### src/rtl/barrier_painter_if.sv
// Bus bundle between the barrier painter and its surroundings.
// The request side (init/paint pulses plus cursor) comes from the UI logic.
// The write side goes to the fluid-state BRAM write port.
//
// Handshake: there is no valid/ready pair. init_req_in and paint_req_in are
// single-cycle pulses. They are honoured only while the painter is idle, and
// they are silently dropped otherwise. wr_en_out qualifies wr_addr_out and
// wr_data_out for exactly one clock per cell, and the BRAM must accept every
// enabled write. busy_out marks an operation in progress. done_out pulses
// once when an operation ends.
interface barrier_painter_if #(
    parameter int AW = 15
) ();
    logic                 init_req_in;
    logic                 paint_req_in;
    logic                 erase_in;
    logic [7:0]           cursor_x_in;
    logic [7:0]           cursor_y_in;
    logic                 wr_en_out;
    logic [AW-1:0]        wr_addr_out;
    logic [8:0][7:0]      wr_data_out;
    logic                 busy_out;
    logic                 done_out;
    logic [1:0]           state_dbg_out;

    // Request source / BRAM sink side
    modport master (
        output init_req_in, paint_req_in, erase_in, cursor_x_in, cursor_y_in,
        input  wr_en_out, wr_addr_out, wr_data_out, busy_out, done_out, state_dbg_out
    );

    // Painter side
    modport slave (
        input  init_req_in, paint_req_in, erase_in, cursor_x_in, cursor_y_in,
        output wr_en_out, wr_addr_out, wr_data_out, busy_out, done_out, state_dbg_out
    );
endinterface

### src/rtl/barrier_painter.sv
// Write-side stage for the fluid-state BRAM.
// After reset, and on request, it sweeps the whole grid to the equilibrium
// distribution. On a paint request it stamps a square brush of barrier cells
// (all densities 8'hFF) around the cursor. In erase mode it restores the
// brush cells to equilibrium instead. The stage writes one cell slot per clock.
module barrier_painter #(
    parameter int         GRID_W     = 205,
    parameter int         GRID_H     = 154,
    parameter int         BRAM_DEPTH = 31570,
    parameter int         BRUSH_R    = 2,
    parameter logic [7:0] INIT_REST  = 8'd112,
    parameter logic [7:0] INIT_AXIS  = 8'd28,
    parameter logic [7:0] INIT_DIAG  = 8'd7
) (
    input  logic              pixel_clk_in,
    input  logic              rst_n_in,
    barrier_painter_if.slave  bus
);

    localparam int AW   = $clog2(BRAM_DEPTH);
    localparam int SPAN = 2 * BRUSH_R + 1;
    // Brush offset counters run 0..SPAN-1; one extra code keeps CW >= 1 for R=0
    localparam int CW   = $clog2(SPAN + 1);

    localparam logic [CW-1:0]        SPAN_LAST = CW'(SPAN - 1);
    localparam logic [AW-1:0]        LAST_ADDR = AW'(BRAM_DEPTH - 1);
    localparam logic [AW-1:0]        ROW_MUL   = AW'(GRID_W);
    localparam logic signed [10:0]   R_S       = 11'(BRUSH_R);
    localparam logic signed [10:0]   GW_S      = 11'(GRID_W);
    localparam logic signed [10:0]   GH_S      = 11'(GRID_H);

    // Direction index: [0] rest, [4:1] axis E,N,W,S, [8:5] diagonals
    localparam logic [8:0][7:0] EQ_VEC = {INIT_DIAG, INIT_DIAG, INIT_DIAG, INIT_DIAG,
                                          INIT_AXIS, INIT_AXIS, INIT_AXIS, INIT_AXIS,
                                          INIT_REST};
    localparam logic [8:0][7:0] BARRIER_VEC = {9{8'hFF}};

    localparam logic [1:0] ST_IDLE  = 2'd0;
    localparam logic [1:0] ST_INIT  = 2'd1;
    localparam logic [1:0] ST_PAINT = 2'd2;
    localparam logic [1:0] ST_DONE  = 2'd3;

    // Control state
    logic [1:0]      state_q, state_d;
    logic [AW-1:0]   sweep_addr_q, sweep_addr_d;
    logic [CW-1:0]   dx_q, dx_d;
    logic [CW-1:0]   dy_q, dy_d;
    logic [7:0]      cx_q, cx_d;
    logic [7:0]      cy_q, cy_d;
    logic            erase_q, erase_d;

    // Registered outputs
    logic            wr_en_q, wr_en_d;
    logic [AW-1:0]   wr_addr_q, wr_addr_d;
    logic [8:0][7:0] wr_data_q, wr_data_d;
    logic            busy_q, busy_d;
    logic            done_q, done_d;

    // Brush cell coordinates for the current slot, signed so that cells
    // left of column 0 or above row 0 come out negative and get clipped
    logic signed [10:0] cell_x;
    logic signed [10:0] cell_y;
    logic               cell_valid;
    logic [AW-1:0]      cell_x_u;
    logic [AW-1:0]      cell_y_u;
    logic [AW-1:0]      cell_addr;

    // Map the brush offset counters to a grid cell and check it against the grid
    always_comb begin
        cell_x     = $signed({3'b000, cx_q}) + $signed(11'(dx_q)) - R_S;
        cell_y     = $signed({3'b000, cy_q}) + $signed(11'(dy_q)) - R_S;
        cell_valid = (cell_x >= 11'sd0) && (cell_x < GW_S) &&
                     (cell_y >= 11'sd0) && (cell_y < GH_S);
        cell_x_u   = AW'(cell_x[9:0]);
        cell_y_u   = AW'(cell_y[9:0]);
        // Only used when cell_valid, so the product stays below BRAM_DEPTH
        cell_addr  = cell_y_u * ROW_MUL + cell_x_u;
    end

    // Next-state logic for the FSM, the slot counters and the output registers
    always_comb begin
        state_d      = state_q;
        sweep_addr_d = sweep_addr_q;
        dx_d         = dx_q;
        dy_d         = dy_q;
        cx_d         = cx_q;
        cy_d         = cy_q;
        erase_d      = erase_q;
        wr_en_d      = 1'b0;
        wr_addr_d    = wr_addr_q;
        wr_data_d    = wr_data_q;
        busy_d       = 1'b0;
        done_d       = 1'b0;

        case (state_q)
            ST_IDLE: begin
                // A full sweep takes priority; a paint in the same cycle is dropped
                if (bus.init_req_in) begin
                    state_d      = ST_INIT;
                    sweep_addr_d = '0;
                end else if (bus.paint_req_in) begin
                    state_d = ST_PAINT;
                    cx_d    = bus.cursor_x_in;
                    cy_d    = bus.cursor_y_in;
                    erase_d = bus.erase_in;
                    dx_d    = '0;
                    dy_d    = '0;
                end
            end

            ST_INIT: begin
                busy_d    = 1'b1;
                wr_en_d   = 1'b1;
                wr_addr_d = sweep_addr_q;
                wr_data_d = EQ_VEC;
                if (sweep_addr_q == LAST_ADDR) begin
                    state_d = ST_DONE;
                end else begin
                    sweep_addr_d = sweep_addr_q + AW'(1);
                end
            end

            ST_PAINT: begin
                busy_d = 1'b1;
                // Clipped slots still cost a cycle so the latency is position-independent
                if (cell_valid) begin
                    wr_en_d   = 1'b1;
                    wr_addr_d = cell_addr;
                    wr_data_d = erase_q ? EQ_VEC : BARRIER_VEC;
                end
                if (dx_q == SPAN_LAST) begin
                    dx_d = '0;
                    if (dy_q == SPAN_LAST) begin
                        state_d = ST_DONE;
                    end else begin
                        dy_d = dy_q + CW'(1);
                    end
                end else begin
                    dx_d = dx_q + CW'(1);
                end
            end

            ST_DONE: begin
                done_d  = 1'b1;
                state_d = ST_IDLE;
            end

            default: begin
                state_d = ST_IDLE;
            end
        endcase
    end

    // State and output registers; reset restarts the equilibrium sweep at address 0
    always_ff @(posedge pixel_clk_in or negedge rst_n_in) begin
        if (!rst_n_in) begin
            state_q      <= ST_INIT;
            sweep_addr_q <= '0;
            dx_q         <= '0;
            dy_q         <= '0;
            cx_q         <= '0;
            cy_q         <= '0;
            erase_q      <= 1'b0;
            wr_en_q      <= 1'b0;
            wr_addr_q    <= '0;
            wr_data_q    <= '0;
            busy_q       <= 1'b0;
            done_q       <= 1'b0;
        end else begin
            state_q      <= state_d;
            sweep_addr_q <= sweep_addr_d;
            dx_q         <= dx_d;
            dy_q         <= dy_d;
            cx_q         <= cx_d;
            cy_q         <= cy_d;
            erase_q      <= erase_d;
            wr_en_q      <= wr_en_d;
            wr_addr_q    <= wr_addr_d;
            wr_data_q    <= wr_data_d;
            busy_q       <= busy_d;
            done_q       <= done_d;
        end
    end

    assign bus.wr_en_out     = wr_en_q;
    assign bus.wr_addr_out   = wr_addr_q;
    assign bus.wr_data_out   = wr_data_q;
    assign bus.busy_out      = busy_q;
    assign bus.done_out      = done_q;
    assign bus.state_dbg_out = state_q;

endmodule

### src/flat_wrapper.sv
// flat-port wrapper written by rule: the top's interface ports become plain ports
module barrier_painter_flat 
#(
    parameter int         GRID_W     = 205,
    parameter int         GRID_H     = 154,
    parameter int         BRAM_DEPTH = 31570,
    parameter int         BRUSH_R    = 2,
    parameter logic [7:0] INIT_REST  = 8'd112,
    parameter logic [7:0] INIT_AXIS  = 8'd28,
    parameter logic [7:0] INIT_DIAG  = 8'd7
)
  (pixel_clk_in, rst_n_in, bus_init_req_in, bus_paint_req_in, bus_erase_in, bus_cursor_x_in, bus_cursor_y_in, bus_wr_en_out, bus_wr_addr_out, bus_wr_data_out, bus_busy_out, bus_done_out, bus_state_dbg_out);
  barrier_painter_if #(.AW((15))) bus_i ();
  input  logic pixel_clk_in;
  input  logic rst_n_in;
  input wire logic [$bits(bus_i.init_req_in)-1:0] bus_init_req_in;
  input wire logic [$bits(bus_i.paint_req_in)-1:0] bus_paint_req_in;
  input wire logic [$bits(bus_i.erase_in)-1:0] bus_erase_in;
  input wire logic [$bits(bus_i.cursor_x_in)-1:0] bus_cursor_x_in;
  input wire logic [$bits(bus_i.cursor_y_in)-1:0] bus_cursor_y_in;
  output wire logic [$bits(bus_i.wr_en_out)-1:0] bus_wr_en_out;
  output wire logic [$bits(bus_i.wr_addr_out)-1:0] bus_wr_addr_out;
  output wire logic [$bits(bus_i.wr_data_out)-1:0] bus_wr_data_out;
  output wire logic [$bits(bus_i.busy_out)-1:0] bus_busy_out;
  output wire logic [$bits(bus_i.done_out)-1:0] bus_done_out;
  output wire logic [$bits(bus_i.state_dbg_out)-1:0] bus_state_dbg_out;
  assign bus_i.init_req_in = bus_init_req_in;
  assign bus_i.paint_req_in = bus_paint_req_in;
  assign bus_i.erase_in = bus_erase_in;
  assign bus_i.cursor_x_in = bus_cursor_x_in;
  assign bus_i.cursor_y_in = bus_cursor_y_in;
  assign bus_wr_en_out = bus_i.wr_en_out;
  assign bus_wr_addr_out = bus_i.wr_addr_out;
  assign bus_wr_data_out = bus_i.wr_data_out;
  assign bus_busy_out = bus_i.busy_out;
  assign bus_done_out = bus_i.done_out;
  assign bus_state_dbg_out = bus_i.state_dbg_out;
  barrier_painter #(.GRID_W(GRID_W), .GRID_H(GRID_H), .BRAM_DEPTH(BRAM_DEPTH), .BRUSH_R(BRUSH_R), .INIT_REST(INIT_REST), .INIT_AXIS(INIT_AXIS), .INIT_DIAG(INIT_DIAG)) u_core (.pixel_clk_in(pixel_clk_in), .rst_n_in(rst_n_in), .bus(bus_i));
endmodule
### config.mk
export PLATFORM = sky130hd
export DESIGN_NAME = barrier_painter_flat
export DESIGN_NICKNAME = d
export VERILOG_FILES = /design/src/rtl/barrier_painter_if.sv /design/src/rtl/barrier_painter.sv /design/src/flat_wrapper.sv
export SDC_FILE = /design/constraint.sdc
export NUM_CORES = 1
export LEC_CHECK = 0
export CAP_MARGIN = 20
export CORE_ASPECT_RATIO = 2
export CORE_UTILIZATION = 49
export DETAILED_ROUTE_END_ITERATION = 6
export GPL_TIMING_DRIVEN = 0
export PLACE_DENSITY = 0.79
export SYNTH_ARGS = -nofsm -noshare
export SYNTH_HDL_FRONTEND = slang
export SYNTH_SLANG_ARGS = --single-unit
### constraint.sdc
create_clock -name pixel_clk_in -period 5.9 [get_ports pixel_clk_in]
set_clock_uncertainty 0.2 [all_clocks]
set_input_delay 1.475 -clock pixel_clk_in [delete_from_list [all_inputs] [get_ports pixel_clk_in]]
set_output_delay 1.475 -clock pixel_clk_in [all_outputs]
set_load 0.1 [all_outputs]
==> impl_metrics.json, run 1 <==
{
  "cell_pwr_density_nw_per_um2": 124,
  "tritoncts.num_buffers": 9,
  "yosys.cell_types.count": 65,
  "final-max-slew-violation-count": 0,
  "synth_enable_flop_cells": 0,
  "avgRoutedWirePerCell_um": 16.8,
  "rsz0062_at_grt": "yes",
  "arrival_time_of_data_at_the_critical_path_endpoint_ps": 6320,
  "antennaDiodeCount": 0,
  "r2r_depth": 24,
  "setup.worst_path.start_class": "flip-flop",
  "timing.hold.worst.class": "reg2reg",
  "critical_path_peak_fanout": 3,
  "worstSetupEndpointType": "flip-flop",
  "wirelength_mm": 15.8,
  "floorplan.die_area_um2": 12900,
  "min-delay-start": "u_core.erase_q",
  "design.final.nets": 904,
  "synth-async-reset-ratio": 1.00,
  "synthesis.nets": 751,
  "fp.dieH_um": 160,
  "ioPinCount": 113,
  "cts.htree.levels": 3,
  "max-slew-margin-rel": 0.340,
  "grt_first_pass_wirelength_mm": 24.8,
  "critPathRequiredTime_ps": 5920,
  "core_region_area_um2": 12100,
  "finalNonFillerCells": 939,
  "clock-sinks": 60,
  "worst_hold_path.num_cells": 1,
  "vias": 5017,
  "floorplan.die.width_um": 80.8,
  "finalSetupViolations": 6,
  "clkLatencyLatePin_ps": 340,
  "tmin_final_ps": 6300,
  "totalNegativeSetupSlack_ps": -1510,
  "dp_cells": 895,
  "drt_first_pass_iters": 5,
  "power.leakage_nw": 4.02,
  "failed_checks": "negative setup slack",
  "worst_slack_setup_final_ps": -404,
  "synth-seq-area-share": 0.247,
  "post_synth_xor_xnor_area": 0.0603,
  "hpwl_reported_at_the_end_of_detailed_placement_mm": 11.7,
  "yosys_most_used_dff": "dfrtp_1",
  "holdPathEnd": "u_core.bus.wr_data_out[70]",
  "grt_max_degree": 39,
  "io_buffers": 112,
  "clk_transition_reported_paths_ps": 60,
  "initial_utilization": 0.501,
  "layout-area-overhead-vs-synth_pct": 38.2,
  "number_of_storage_elements_in_the_synthesis_netlist": 60,
  "worst_voltage_drop_across_the_vdd_grid_uv": 219,
  "layout-drive-gt1-share": 0.312,
  "clockBufferDepth": 2,
  "total_power_w": 0.00104,
  "synth_compound_area_frac": 0.102,
  "netlist_instances": 634,
  "hold_buffers": 0,
  "yosys-mux-area-fraction": 0.0926,
  "grt.overflow.total": 0,
  "detail_route.drc_violations": 0,
  "synth_adder_area_share": 0.233,
  "avgViaCountPerCell": 5.34,
  "std_cell_rows": 57,
  "cts-root-buf": "clkbuf_16",
  "path_class": "reg2reg",
  "drt_iter0_markers": 197,
  "timing.hold.ws_ps": 304,
  "maxCapViolCount": 0,
  "fmaxAchievable_mhz": 159,
  "netlist_area_um2": 6080,
  "number_of_antenna_violations_at_the_first_check_in_global_routing": 0,
  "dominant_combinational_cell_family_by_area_after_synthesis": "adder cells",
  "final-hold-violation-count": 0,
  "regToRegStartpoint": "u_core.cy_q[0]",
  "tightest_slew_ps": 987,
  "postPlaceCellArea_um2": 7620,
  "tritoncts_clock_tree": "done",
  "post_synth_and_or_nand_nor_area_fraction": 0.106,
  "crit-reg2reg-capture": "u_core.bus.wr_addr_out[14]",
  "gp_congestion": 0.901,
  "run_status": "finished with violations",
  "postSynthAreaPerCell_um2": 9.59,
  "setup.reg_to_reg.worst_slack_ps": -400,
  "ys.warnings.count": 0,
  "fin_crit_sh": 1.07,
  "track_usage": 0.254,
  "drtAntennaViolNets": 0,
  "postLayoutCellArea_um2": 8400,
  "grt_pass1_vias": 5301
}
-- per-layer routing --
| layer | vias to the layer above | routed length, um | track usage |
|---|---|---|---|
| met5 | - | 0 | 0 |
| met4 | 0 | 847 | 0.159 |
| met3 | 63 | 524 | 0.0332 |
| met2 | 168 | 9200 | 0.487 |
| met1 | 2436 | 5190 | 0.238 |
| li1 | 2350 | - | - |
-- critical path, cell delays in order, from the launching register on --
cell and delay, ps:
dfrtp_1 400, ha_2 210, fa_2 390, buf_4 160
a21o_1 170, and4_4 210, and3_4 190, or4b_4 510
nand4_1 130, ha_2 170, inv_1 40, fa_1 480
inv_1 50, fa_1 490, inv_2 40, fa_1 540
inv_2 50, ha_4 250, and2_4 150, a311oi_4 260
o21ai_2 130, o41ai_2 260, xnor2_1 150, mux2_4 280
mux2_4 270
-- flip-flops by register name (all words and copies together) (netlist names) --
signal and cells:
u_core.cx_q 8, u_core.bus.wr_en_out 1, u_core.erase_q 1, u_core.cy_q 8
u_core.dy_q 3, u_core.bus.wr_data_out 2, u_core.bus.done_out 1, u_core.dx_q 3
u_core.sweep_addr_q 15, u_core.bus.busy_out 1, u_core.bus.state_dbg_out 2, u_core.bus.wr_addr_out 15
-- placed cells by master (no fill, tap or decap), drive strengths merged, types with 3 or more instances in the layout --
| cell | count |
|---|---|
| fa | 29 |
| a21o | 6 |
| mux2i | 6 |
| ha | 67 |
| or3 | 3 |
| nand2b | 4 |
| a311oi | 3 |
| nor2b | 4 |
| and4b | 3 |
| mux2 | 42 |
| o21a | 3 |
| a21oi | 17 |
| xor2 | 15 |
| o41ai | 4 |
| buf | 105 |
| xnor2 | 26 |
| nor3 | 10 |
| nand2 | 27 |
| clkbuf | 15 |
| bufinv | 3 |
| o21ai | 21 |
| a211oi | 3 |
| inv | 104 |
| nand3 | 10 |
| nand4 | 11 |
| dfrtp | 59 |
| o211ai | 3 |
| nor2 | 34 |
| clkdlybuf4s50 | 111 |
| and3 | 6 |
-- stage by stage --
step / worst slack, ps / util
after floorplan: -20.0 / -
after global placement: -466 / 0.625
after detailed placement: -578 / 0.628
after CTS: -239 / 0.685
after global routing: -525 / 0.693
final: -404 / 0.693
-- where the power goes --
group	leakage (nW)	switching (W)	internal (W)
clock	0.161	0.000199	0.000410
sequential	0.785	0	0.000412
combinational	3.08	0.0000102	0.0000127
-- what timing repair did --
| item | CTS | global route |
|---|---|---|
| setup buffers | 23 | 6 |
| gates resized for setup | 38 | 12 |
| pin swaps | 30 | 13 |
| hold endpoints to repair | 0 | 0 |
| setup endpoints to repair | 7 | 7 |
-- synth_stat cells, drive strengths merged, types with 3 or more instances --
library cell	n	area share
nand3	10	0.0082
or3	3	0.0031
fa	29	0.096
dfrtp	59	0.24
inv	104	0.064
a211oi	3	0.0045
nand2b	4	0.0041
a21oi	17	0.015
o211ai	3	0.0037
mux2i	6	0.0099
o21a	3	0.0037
o21ai	21	0.017
a311oi	3	0.0043
buf	74	0.091
mux2	42	0.083
nand4	11	0.012
nor2b	4	0.0041
clkbuf	6	0.0037
ha	67	0.14
and4b	3	0.0049
o41ai	4	0.0082
and3	6	0.0062
a21o	6	0.0074
xnor2	26	0.039
nand2	27	0.018
nor2	34	0.021
nor3	10	0.0082
xor2	15	0.022
-- area by class of cell --
type | count | area [um2]
inverter | 104 | 398
clock buffer | 9 | 225
buffer | 80 | 576
multi-input combinational | 390 | 4030
clock inverter | 7 | 115
tap | 147 | 184
timing repair buffer | 142 | 1380
fill | 873 | 3720
sequential | 60 | 1500
-- cells by family after synthesis --
| group | after synthesis |
|---|---|
| compound gates | 82 |
| xor+xnor | 41 |
| fa+ha+maj | 96 |
| buf+inv | 184 |
| flops | 60 |
| mux | 48 |
| simple gates | 123 |
-- how the worst max path moves through the flow --
stage                   start                    endpoint  slack [ps]  cells after the start
2_1_floorplan  u_core.dy_q[0]  u_core.bus.wr_addr_out[13]         -20                     23
3_3_place_gp   u_core.dy_q[0]  u_core.bus.wr_addr_out[14]        -470                     25
3_5_place_dp   u_core.dy_q[0]  u_core.bus.wr_addr_out[14]        -580                     23
4_1_cts        u_core.cy_q[0]  u_core.bus.wr_addr_out[14]        -240                     26
5_1_grt        u_core.cy_q[0]  u_core.bus.wr_addr_out[14]        -520                     26
6_report       u_core.cy_q[0]  u_core.bus.wr_addr_out[14]        -400                     24
Note: power is estimated with default switching activity, not from simulation.
==> run 2, diff against run 1 <==
Settings changed: PLACE_DENSITY 0.79 to 0.75.
==> impl_metrics.json, run 2 (same netlist as run 1, synthesis figures left out) <==
{
  "run_status": "finished with violations",
  "failed_checks": "negative setup slack",
  "cell_pwr_density_nw_per_um2": 118,
  "postLayoutCellArea_um2": 8470,
  "arrival_time_of_data_at_the_critical_path_endpoint_ps": 6350,
  "dp_cells": 895,
  "ioPinCount": 113,
  "power.leakage_nw": 4.05,
  "layout-area-overhead-vs-synth_pct": 39.4,
  "tmin_final_ps": 6330,
  "top_signal_layer_used": "met4",
  "fmaxAchievable_mhz": 158,
  "finish.utilization": 0.699,
  "wirelength_mm": 15.7,
  "cts.htree.levels": 3,
  "layout-drive-gt1-share": 0.323,
  "rsz0062_at_grt": "yes",
  "avgViaCountPerCell": 5.32,
  "m1WireLength_mm": 5.21,
  "critical_path_peak_fanout": 7,
  "worst_voltage_drop_across_the_vdd_grid_uv": 225,
  "floorplan.die_area_um2": 12900,
  "detail_route.drc_violations": 0,
  "design.final.nets": 911,
  "vias": 5028,
  "io_buffers": 112,
  "cts-root-buf": "clkbuf_16",
  "critPathRequiredTime_ps": 5920,
  "hpwl_reported_at_the_end_of_detailed_placement_mm": 11.8,
  "initial_utilization": 0.501,
  "number_of_antenna_violations_at_the_first_check_in_global_routing": 0,
  "drt_first_pass_iters": 4,
  "clock-sinks": 60,
  "clkLatencyLatePin_ps": 330,
  "worstSetupEndpointType": "flip-flop",
  "timing.hold.worst.class": "reg2reg",
  "floorplan.die.width_um": 80.8,
  "core_region_area_um2": 12100,
  "clockBufferDepth": 2,
  "clk_transition_reported_paths_ps": 50,
  "worst_slack_setup_final_ps": -433,
  "fin_crit_sh": 1.07,
  "antennaDiodeCount": 0,
  "tritoncts_clock_tree": "done",
  "final-hold-violation-count": 0,
  "grt.overflow.total": 0,
  "track_usage": 0.250,
  "grt_pass1_vias": 5177,
  "met3_wire_len_um": 604,
  "finalSetupViolations": 6,
  "totalNegativeSetupSlack_ps": -1570,
  "std_cell_rows": 57,
  "finalNonFillerCells": 946,
  "fp.dieH_um": 160,
  "gp_congestion": 0.921,
  "setup.worst_path.start_class": "flip-flop",
  "final-max-slew-violation-count": 0,
  "avgRoutedWirePerCell_um": 16.6,
  "dp_worst_setup_slack_ps": -590,
  "grt_first_pass_wirelength_mm": 24.7,
  "layout.cells.most_common": "clkdlybuf4s50_1",
  "max-slew-margin-rel": 0.340,
  "drtAntennaViolNets": 0,
  "path_class": "reg2reg",
  "maxCapViolCount": 0,
  "tightest_slew_ps": 987,
  "met2RoutedLength_mm": 9.08,
  "tritoncts.num_buffers": 9,
  "drt_iter0_markers": 155,
  "mostFrequentLayoutCells": "clkdlybuf4s50_1 (111), buf_4 (105), inv_1 (85), dfrtp_1 (59), ha_1 (52)",
  "grt_max_degree": 39,
  "postPlaceCellArea_um2": 7620
}
run 2: cell count changes in the layout (fill, tap and decap cells not counted), moves of 2 or more:
cell / delta
a21oi_4: +2
buf_4: +7
mux2_4: -2
inv_2: +3
inv_1: -2
o21ai_2: -2
mux2_2: +2
o21ai_1: +2
ha_2: -2
ha_4: +2
run 2: worst paths after layout:
check                                      startpoint                          to  slack, ps  cells past startpoint
max in group asynchronous                    rst_n_in   u_core.bus.wr_addr_out[7]       3990                      2
setup reg to reg                       u_core.dy_q[0]  u_core.bus.wr_addr_out[14]       -430                     25
hold reg to reg            u_core.bus.wr_addr_out[14]  u_core.bus.wr_addr_out[14]        310                      1
hold / removal             u_core.bus.wr_addr_out[14]  u_core.bus.wr_addr_out[14]        310                      1
setup / recovery                       u_core.dy_q[0]  u_core.bus.wr_addr_out[14]       -430                     25
min in group asynchronous                    rst_n_in              u_core.cy_q[5]        910                      1
run 2: layout make-up:
cell class | instances | area, um2
fillers | 908 | 3650
flip-flops and latches | 60 | 1500
inverters | 104 | 395
clock inverters | 7 | 91.3
clock buffers | 9 | 225
multi-input cells | 390 | 4070
repair buffers | 149 | 1430
plain buffers | 80 | 576
well taps | 147 | 184
run 2: through the flow:
stage	hold WS, ps	total power (W)
2_1_floorplan	221	0.000419
6_report	310	0.00100
3_3_place_gp	277	0.000441
3_5_place_dp	293	0.000442
5_1_grt	301	0.00103
4_1_cts	301	0.00100
run 2: routing by layer:
metal | vias up | track usage
li1 | 2371 | -
met1 | 2435 | 0.245
met2 | 173 | 0.476
met3 | 49 | 0.0269
met4 | 0 | 0.150
met5 | - | 0
run 2: worst max-delay path, cell delays in order, from the launching register on:
cell and delay [ps]:
dfrtp_1 420, ha_4 190, fa_2 450, xor2_4 210, inv_2 80, ha_4 200
a211o_1 330, buf_6 140, o21a_4 200, nand4_1 140, ha_4 150, inv_2 40
fa_1 490, inv_2 40, fa_1 550, inv_2 40, fa_1 500, inv_2 50
ha_4 210, and2_4 150, a311oi_4 320, o21ai_2 110, o41ai_2 320, xnor2_1 140
mux2_4 280, mux2_2 260
run 2: timing repair:
item / CTS / global route
gates resized for setup: 34 / 22
hold buffers: 0 / 0
buffers inserted: 23 / 14
pin swaps: 34 / 28
endpoints found under the setup margin: 6 / 8
run 2: report_power, final:
group	internal (W)	switching (W)
logic	0.0000127	0.00000995
clock network	0.000368	0.000198
registers	0.000412	0
total	0.000792	0.000208
==> run 3, diff against run 2 <==
Settings changed: CORE_MARGIN set to 3.
==> impl_metrics.json, run 3 (same netlist as run 1, synthesis figures left out) <==
{
  "rsz0062_at_grt": "yes",
  "crit-reg2reg-capture": "u_core.bus.wr_addr_out[14]",
  "clk_transition_reported_paths_ps": 50,
  "grt.overflow.total": 0,
  "postLayoutCellArea_um2": 8360,
  "std_cell_rows": 57,
  "hpwl_reported_at_the_end_of_detailed_placement_mm": 12.1,
  "path_class": "reg2reg",
  "antennaDiodeCount": 0,
  "arrival_time_of_data_at_the_critical_path_endpoint_ps": 6340,
  "gp_congestion": 0.894,
  "layout-area-overhead-vs-synth_pct": 37.6,
  "grt_max_degree": 40,
  "cell_pwr_density_nw_per_um2": 123,
  "timing.hold.worst.class": "reg2reg",
  "layout-drive-gt1-share": 0.305,
  "setup.worst_path.start_class": "flip-flop",
  "mostFrequentLayoutCells": "clkdlybuf4s50_1 (111), buf_4 (92), inv_1 (83), dfrtp_1 (59), ha_1 (54)",
  "cts-root-buf": "clkbuf_16",
  "finish.utilization": 0.690,
  "avgViaCountPerCell": 5.26,
  "drt_iter0_markers": 169,
  "final-hold-violation-count": 0,
  "hold_buffers": 0,
  "total_power_w": 0.00103,
  "worst_voltage_drop_across_the_vdd_grid_uv": 258,
  "num-fill-cells": 934,
  "critical_path_peak_fanout": 6,
  "finalSetupViolations": 5,
  "grt_first_pass_wirelength_mm": 25.1,
  "tritoncts.num_buffers": 9,
  "detail_route.drc_violations": 0,
  "fin_crit_sh": 1.07,
  "floorplan.die.width_um": 84.8,
  "run_status": "finished with violations",
  "number_of_antenna_violations_at_the_first_check_in_global_routing": 0,
  "clockBufferDepth": 2,
  "avgRoutedWirePerCell_um": 16.7,
  "multi_input_area_um2": 4010,
  "critPathRequiredTime_ps": 5920,
  "timing.hold.ws_ps": 306,
  "track_usage": 0.228,
  "seq_area_um2": 1500,
  "regToRegStartpoint": "u_core.cy_q[0]",
  "min-delay-start": "u_core.bus.wr_addr_out[14]",
  "vias": 4919,
  "cts.htree.levels": 3,
  "setup.reg_to_reg.worst_slack_ps": -420,
  "initial_utilization": 0.501,
  "grt_pass1_vias": 5172,
  "failed_checks": "negative setup slack",
  "design.final.nets": 900,
  "tmin_final_ps": 6320,
  "worst_slack_setup_final_ps": -420,
  "postPlaceCellArea_um2": 7620,
  "tightest_slew_ps": 991,
  "final-max-slew-violation-count": 0,
  "ioPinCount": 113,
  "power.leakage_nw": 4.00,
  "drtAntennaViolNets": 0,
  "clock-sinks": 60,
  "fmaxAchievable_mhz": 158,
  "worstSetupEndpointType": "flip-flop",
  "layout.cells.most_common": "clkdlybuf4s50_1",
  "totalNegativeSetupSlack_ps": -1200,
  "r2r_depth": 24,
  "floorplan.die_area_um2": 13900,
  "io_buffers": 112,
  "maxCapViolCount": 0,
  "core_region_area_um2": 12100,
  "clkLatencyLatePin_ps": 340,
  "fp.dieH_um": 164,
  "wirelength_mm": 15.6,
  "holdPathEnd": "u_core.bus.wr_addr_out[14]",
  "worst_hold_path.num_cells": 1,
  "tritoncts_clock_tree": "done",
  "max-slew-margin-rel": 0.337,
  "drt_first_pass_iters": 4
}
==> run 3: how the worst max path moves through the flow <==
stage / endpoint / slack (ps) / startpoint
after floorplan: u_core.bus.wr_addr_out[13] / -20 / u_core.dy_q[0]
after global placement: u_core.bus.wr_addr_out[14] / -540 / u_core.dy_q[0]
after detailed placement: u_core.bus.wr_addr_out[14] / -720 / u_core.dy_q[0]
after CTS: u_core.bus.wr_addr_out[13] / -280 / u_core.cy_q[0]
after global routing: u_core.bus.wr_addr_out[14] / -580 / u_core.cy_q[0]
final: u_core.bus.wr_addr_out[14] / -420 / u_core.cy_q[0]
==> run 3: power breakdown <==
group          switching (W)  internal, W
clock               0.000199     0.000393
sequential                 0     0.000412
combinational      0.0000102    0.0000127
total               0.000209     0.000818
==> run 3: per-stage QoR <==
stage	std cells	setup WS [ps]
3_5_place_dp	895	-716
4_1_cts	925	-276
6_report	935	-420
5_1_grt	935	-575
2_1_floorplan	634	-20.0
3_3_place_gp	893	-539
==> run 3: per-layer routing <==
layer,vias to the layer above,part of all wire,global-route usage
li1,2341,-,-
met1,2381,0.33,0.226
met2,146,0.59,0.449
met3,51,0.035,0.0283
met4,0,0.047,0.116
met5,-,0,0
==> run 3: cell type report <==
class                           count  area share
Multi-Input combinational cell    390       0.480
Sequential cell                    60       0.180
Timing Repair Buffer              138       0.162
Buffer                             80      0.0688
Inverter                          104      0.0473
Clock buffer                       11      0.0302
Tap cell                          147      0.0220
Clock inverter                      5      0.0100
==> run 3: what timing repair did <==
item / 4_1_cts / 5_1_grt
endpoints found under the setup margin: 7 / 8
buffers inserted: 14 / 10
resized for setup: 29 / 22
pin swaps: 20 / 15
endpoints found under the hold margin: 0 / 0
==> run 3: critical path, stage by stage (launching register included) <==
cell	delay [ps]
dfrtp_1	400
ha_2	220
fa_2	400
xor2_4	180
inv_2	90
ha_4	200
a211o_1	230
or4b_4	510
nand4_1	160
ha_4	140
inv_2	30
fa_1	490
inv_2	40
fa_1	530
inv_1	50
fa_1	490
inv_2	50
ha_4	230
and2_4	180
a311oi_4	260
o21ai_2	130
o41ai_2	280
xnor2_1	160
mux2_4	290
mux2_2	260
